$ cat src/rtl/fetch_pkg.sv
// fetch_pkg: shared fetch state encoding and default widths
package fetch_pkg;
   typedef enum logic [1:0] {IDLE, RUN, DONE} state_t;
   localparam int D_DEF  = 10;
   localparam int CW_DEF = 16;
endpackage

$ cat src/rtl/pc_next.sv
// pc_next: next program counter for sequential, absolute and relative flow
module pc_next #(
   parameter int D = fetch_pkg::D_DEF
) (
   input  logic [D-1:0] pc,
   input  logic         branch_en,
   input  logic         branch_abs,
   input  logic [D-1:0] target,
   output logic [D-1:0] nxt
);
   // relative offsets are two's complement, so a plain modulo-2^D add covers negative jumps
   always_comb nxt = !branch_en ? pc + D'(1) : branch_abs ? target : pc + target;
endmodule

$ cat src/rtl/pc_fetch.sv
// pc_fetch: program counter sequencer with IDLE/RUN/DONE control and retire count
module pc_fetch
   import fetch_pkg::*;
#(
   parameter int D  = D_DEF,
   parameter int CW = CW_DEF
) (
   input  logic          clk,
   input  logic          reset_n,
   input  logic          start,
   input  logic          stall,
   input  logic          branch_en,
   input  logic          branch_abs,
   input  logic [D-1:0]  target,
   input  logic          halt,
   output logic [D-1:0]  pc,
   output logic          fetch_valid,
   output logic          done,
   output logic [CW-1:0] retired
);
   state_t        state, state_d;
   logic [D-1:0]  pc_d, pc_nx;
   logic [CW-1:0] retired_d;
   logic          go, adv;

   pc_next #(.D(D)) u_pc_next (
      .pc(pc),
      .branch_en(branch_en),
      .branch_abs(branch_abs),
      .target(target),
      .nxt(pc_nx)
   );

   always_ff @(posedge clk or negedge reset_n) begin
      if (!reset_n) begin
         state   <= IDLE;
         pc      <= '0;
         retired <= '0;
      end else begin
         state   <= state_d;
         pc      <= pc_d;
         retired <= retired_d;
      end
   end

   // start only matters outside RUN; halt retires its instruction but freezes pc
   always_comb begin
      go        = start && state != RUN;
      adv       = state == RUN && !stall;
      state_d   = go ? RUN : adv && halt ? DONE : state;
      pc_d      = go ? '0 : adv && !halt ? pc_nx : pc;
      retired_d = go ? '0 : adv ? retired + CW'(1) : retired;
   end

   assign fetch_valid = state == RUN;
   assign done        = state == DONE;
endmodule

$ cat config.mk
export PLATFORM = sky130hd
export DESIGN_NAME = pc_fetch
export DESIGN_NICKNAME = d
export VERILOG_FILES = /design/src/rtl/fetch_pkg.sv /design/src/rtl/pc_next.sv /design/src/rtl/pc_fetch.sv
export SDC_FILE = /design/constraint.sdc
export NUM_CORES = 1
export LEC_CHECK = 0
export ABC_AREA = 1
export BUFFER_PORTS_ARGS = -buffer_cell sky130_fd_sc_hd__buf_2
export CAP_MARGIN = 20
export CORE_ASPECT_RATIO = 1.75
export CORE_UTILIZATION = 55
export CTS_CLUSTER_DIAMETER = 60
export CTS_CLUSTER_SIZE = 24
export DETAILED_ROUTE_END_ITERATION = 10
export GPL_TIMING_DRIVEN = 1
export PLACE_DENSITY = 0.83
export SYNTH_ARGS = -nofsm -noshare
export SYNTH_HDL_FRONTEND = slang
export SYNTH_HIERARCHICAL = 1
export SYNTH_SLANG_ARGS = --single-unit
$ cat constraint.sdc
create_clock -name clk -period 2.43 [get_ports clk]
set_input_delay 0.486 -clock clk [delete_from_list [all_inputs] [get_ports clk]]
set_output_delay 0.486 -clock clk [all_outputs]
set_load 0.02 [all_outputs]
==> reports/qor.yml, run 1 <==
outcome: "finished clean"
grt_setup_unrepaired: "false"
holdBufCountCts: 0
p_leak_nw: 1.402
cts_tree: "yes"
ys_ff_latch: 28
max_freq_mhz: 502.7
first_iter_violations: 56
postPlaceCellArea_mm2: 0.002534
met1_usage_pct: 26.08
hold_path.class: "in2async"
comb_power_share_pct: 51.6
fin_crit_sh_pct: 81.87
wl_mm: 5.361
yosys_warnings: 6
synth_area_per_cell_um2: 6.645
core_area_mm2: 0.003904
die_x_um: 50.52
setup.worst_path.end: "pc[6]"
yosysSeqAreaShare_pct: 30.92
synth_area_mm2: 0.002266
use_met3_pct: 1.745
end_kind: "flip-flop"
internal_power_mw: 1.085
drive_gt1_share_pct: 17.31
fin_util_pct: 66.31
seq_power_share_pct: 34.3
stdcell_area_mm2: 0.002589
clk_latency_ns: 0.28
regArea_um2: 700.7
die_h_um: 86.91
postCtsSetupRepairBufs: 0
mostFrequentLayoutCell: "nand2_1"
nNetsFinal: 417
cts_sinks: 28
crit_arrival_ns: 2.14
pre_cts_slack_ns: 0.2867
finalCriticalPeriod_ns: 1.989
critPathKind: "reg2reg"
reg2reg_slack_ns: 0.44
insertedDiodeCount: 0
drv_cap: 0
yosys.cell_types.count: 32
port_buffers: 44
path_max_fanout: 6
setup_viol: 0
htree_num_levels: 1
reg2reg_to: "pc[6]"
die_area_mm2: 0.004391
ctsResizeCount: 0
slew_headroom_pct: 58.03
instances_no_fill: 435
cts_buffers: 3
mostFrequentLayoutCells: "82 x nand2_1, 52 x nor2_1, 46 x inv_1"
clkPwrFrac_pct: 14.1
grt_pass1_vias: 2207
place_congestion: 0.8336
wire_per_inst_um: 12.32
grt_overflow: 0
vias: 2318
worst_slew_pin_slew_ns: 0.6295
powerDensity_mw_per_mm2: 794.9
switchingPower_mw: 0.9724
drv_slew: 0
postRouteAntennaNets: 0
syn_to_final_growth_pct: 14.25
num_rows: 30
antenna_found_initial: 0
place_inst: 431
cts_buffer_depth: 2
syn-instance-count: 341
grt-busiest-layer: "met2"
r2r_cells: 12
fin_ws_ns: 0.4406
start_util_pct: 58.04
critical_path_required_ns: 2.58
cts.clk_slew.worst_paths_ns: 0.09
switching_share_pct: 47.25
drc: 0
grt_first_pass_wirelength_mm: 9.045
cts-root-buf: "clkbuf_8"
grt_use_total_pct: 26.79
drt_first_pass_iters: 5
use_met2_pct: 52.61
ir_drop_uv: 517.7
grt_max_degree: 29
synth_nets: 370
viasPerCell: 5.329
io_pins: 45
finalSetupTns_ns: 0
r2r-start: "pc[0]"
fin_skew_ns: 0.002268
hold_viol_final: 0
dpl.hpwl_mm: 4.254
critPathLaunchType: "flip-flop"
multiInputGateArea_mm2: 0.001346
fillers: 382
setup.worst_path.start: "pc[0]"
[final cells by class]
cell class	count	share of cell area, %
tap	48	2.320
multi-input combinational	258	52.01
clock buffer	4	2.127
inverter	51	7.395
timing repair buffer	46	9.087
sequential	28	27.07
[routing by layer]
metal  part of all wire (%)  wire length (um)
met5                      0                 0
met1                     39              2104
met3                    2.9               157
met2                     54              2903
met4                    3.7               196
[power groups by stage]
stage          clock network, mW  logic (mW)  registers [mW]
4_1_cts                    0.300        1.06           0.706
3_3_place_gp                   0        1.04           0.709
3_5_place_dp                   0        1.06           0.715
5_1_grt                    0.311        1.20           0.726
2_1_floorplan                  0       0.684           0.798
6_report                   0.290        1.06           0.706
[Yosys cell counts (all sizes together)]
master	number	share of area (%)
a21oi	14	3.3
buf	3	1.0
clkbuf	1	0.17
clkinv	1	0.17
dfrtp	28	31
fa	1	0.88
ha	11	6.1
inv	50	8.3
nand2	83	14
nand3	39	9.2
nand3b	2	0.66
nand4	6	1.7
nor2	56	10
nor3	4	1.8
o21a	1	0.33
o21ai	29	7.2
o22ai	3	0.83
xnor2	4	1.5
xor2	5	1.9
[cell families (layout without fill, tap and decap cells)]
group | after synthesis | count (layout) | share of synthesized area, %
compound gates | 47 | 47 | 11.65
buf+inv | 55 | 101 | 9.663
simple gates | 190 | 190 | 37.33
xor+xnor | 9 | 9 | 3.478
fa+ha+maj | 12 | 12 | 6.957
flops | 28 | 28 | 30.92
[how the worst min path moves through the flow]
stage               start         end  cells after the start
6_report          reset_n    state[0]                      1
5_1_grt           reset_n    state[1]                      1
4_1_cts           reset_n    state[1]                      1
3_5_place_dp   retired[3]  retired[3]                      1
3_3_place_gp   retired[3]  retired[3]                      1
2_1_floorplan     reset_n       pc[0]                      0
[state kept, by name, indices dropped and copies added, names as in the netlist]
| name | flops |
|---|---|
| pc | 10 |
| retired | 16 |
| state | 2 |
[stage by stage]
step | total power, mW | hold WS, ns
finish | 2.058 | 0.2139
global route | 2.233 | 0.2717
CTS | 2.070 | 0.2459
detailed placement | 1.773 | 0.5152
global placement | 1.745 | 0.5144
floorplan | 1.482 | 0.1904
[worst max-delay path: stages (launching register included)]
cell,delay [ns]
dfrtp_1,0.45
ha_1,0.25
fa_1,0.41
nand3_1,0.10
nand2_1,0.12
nand3_1,0.11
nand2_1,0.05
nand2_1,0.05
nand3_1,0.06
nand2_1,0.07
nand2_1,0.05
nand3_1,0.07
o21ai_0,0.07
Note: power is estimated with default switching activity, not from simulation.
==> run 2, diff against run 1 <==
CORE_UTILIZATION = 50   (was 55)
PLACE_DENSITY = 0.79   (was 0.83)
clock period = 1.59 ns   (was 2.43 ns; I/O delays follow)
==> run 2 against run 1 <==
  * Largest cell class unchanged
  * Critical endpoint is now pc[2]
  * Wire length increased by 17%
  * The run now ends with setup timing left
  * Sequential share of layout area decreased by 3.3 points
  * Register-to-register slack got worse by 0.59 ns
==> reports/qor.yml, run 2 (synthesis results as in run 1) <==
outcome: "finished, violations left"
violations: "setup timing"
io_pins: 45
cts_sinks: 28
dr_wl_met2_mm: 3.467
critPathLaunchType: "flip-flop"
viasPerCell: 5.271
grt_overflow: 0
antenna_found_initial: 0
drv_slew: 0
clk_latency_ns: 0.28
num_rows: 32
grt_first_pass_wirelength_mm: 9.936
finalCriticalPeriod_ns: 1.738
cts.clk_slew.worst_paths_ns: 0.09
dr.max_layer_used: "met4"
regMostFlops: "retired"
critical_path_required_ns: 1.78
wl_met3_um: 212
grt_setup_unrepaired: "true"
postRouteAntennaNets: 0
ir_drop_uv: 758.8
stdcell_area_mm2: 0.002987
fillers: 392
p_leak_nw: 1.550
core_area_mm2: 0.004364
die_x_um: 52.89
wl_mm: 6.262
reg_top3: "retired (16), pc (10), state (2)"
nNetsFinal: 444
largest_reg_flops: 16
finalPower_mw: 3.760
powerDensity_mw_per_mm2: 1259
postCtsSetupRepairBufs: 0
die_area_mm2: 0.004816
die_h_um: 91.06
end_kind: "flip-flop"
reg2reg_slack_ns: -0.15
start_util_pct: 51.92
drc: 0
fin_crit_sh_pct: 109.3
hold_viol_final: 0
place_congestion: 0.8261
wire_per_inst_um: 13.47
cts-root-buf: "clkbuf_8"
grt_pass1_vias: 2366
port_buffers: 44
holdBufCountCts: 0
postPlaceCellArea_mm2: 0.002840
dpl.hpwl_mm: 4.813
grt_use_total_pct: 27.47
max_freq_mhz: 575.3
wl_met1_mm: 2.423
syn_to_final_growth_pct: 31.81
reg2reg_to: "pc[2]"
mostFrequentLayoutCell: "nand2_1"
cts_buffer_depth: 2
grt_max_degree: 29
drt_first_pass_iters: 4
fin_ws_ns: -0.1481
r2r_cells: 9
vias: 2451
hold_path.class: "in2async"
fin_skew_ns: 0.006609
insertedDiodeCount: 0
worst_slew_pin_slew_ns: 0.4329
drv_cap: 0
first_iter_violations: 74
htree_num_levels: 1
r2r-start: "pc[0]"
path_max_fanout: 2
slew_headroom_pct: 71.11
fin_util_pct: 68.43
setup_viol: 7
drive_gt1_share_pct: 30.68
cts_buffers: 3
crit_arrival_ns: 1.93
mostFrequentLayoutCells: "73 x nand2_1, 50 x nor2_1, 46 x inv_1"
cts_tree: "yes"
critPathKind: "reg2reg"
## run 2: layer usage
metal  track usage (%)  vias to the layer above
li1                  -                     1244
met1             28.34                     1123
met2             50.42                       70
met3             2.848                       14
met4             14.91                        0
met5                 0                        -
## run 2: cell type report
type	instances	area (um2)	area share, %
Inverter	51	191.4	6.410
Tap cell	51	63.81	2.137
Clock buffer	4	55.05	1.843
Sequential cell	28	710.7	23.80
Multi-Input combinational cell	258	1528	51.15
Timing Repair Buffer	73	437.9	14.66
## run 2: how the worst max path moves through the flow
stage | slack (ns) | cells after the start | start | end
floorplan | -0.16 | 12 | pc[0] | pc[6]
global placement | -0.17 | 13 | target[0] | pc[6]
detailed placement | -0.23 | 13 | target[0] | pc[6]
CTS | -0.15 | 9 | pc[0] | pc[2]
global route | -0.24 | 12 | pc[0] | pc[6]
finish | -0.15 | 9 | pc[0] | pc[2]
## run 2: what timing repair did
item | 4_1_cts | 5_1_grt
pin swaps | 7 | 1
gates resized for setup | 18 | 5
setup endpoints to repair | 8 | 10
## run 2: power by group
part | internal [mW] | switching (mW)
Combinational | 0.947 | 1.32
Sequential | 0.871 | 0.172
Clock | 0.222 | 0.224
Total | 2.04 | 1.72
## run 2: per-stage QoR
| stage | worst slack, ns | setup TNS [ns] | hold WS [ns] | std cells |
|---|---|---|---|---|
| detailed placement | -0.2294 | -1.143 | 0.3489 | 461 |
| global route | -0.2361 | -1.591 | 0.07148 | 465 |
| finish | -0.1481 | -0.7157 | 0.03505 | 465 |
| CTS | -0.1489 | -0.6384 | 0.04881 | 465 |
| global placement | -0.1744 | -0.8141 | 0.3438 | 461 |
| floorplan | -0.1562 | -0.4685 | 0.02241 | 341 |
## run 2: worst max-delay path: stages (launching register included)
cell     delay (ns)
dfrtp_2        0.43
ha_4           0.17
fa_2           0.36
buf_4          0.15
xnor2_1        0.11
o21ai_1        0.12
nand2_1        0.07
o21ai_0        0.08
nand3_1        0.09
o21ai_0        0.09
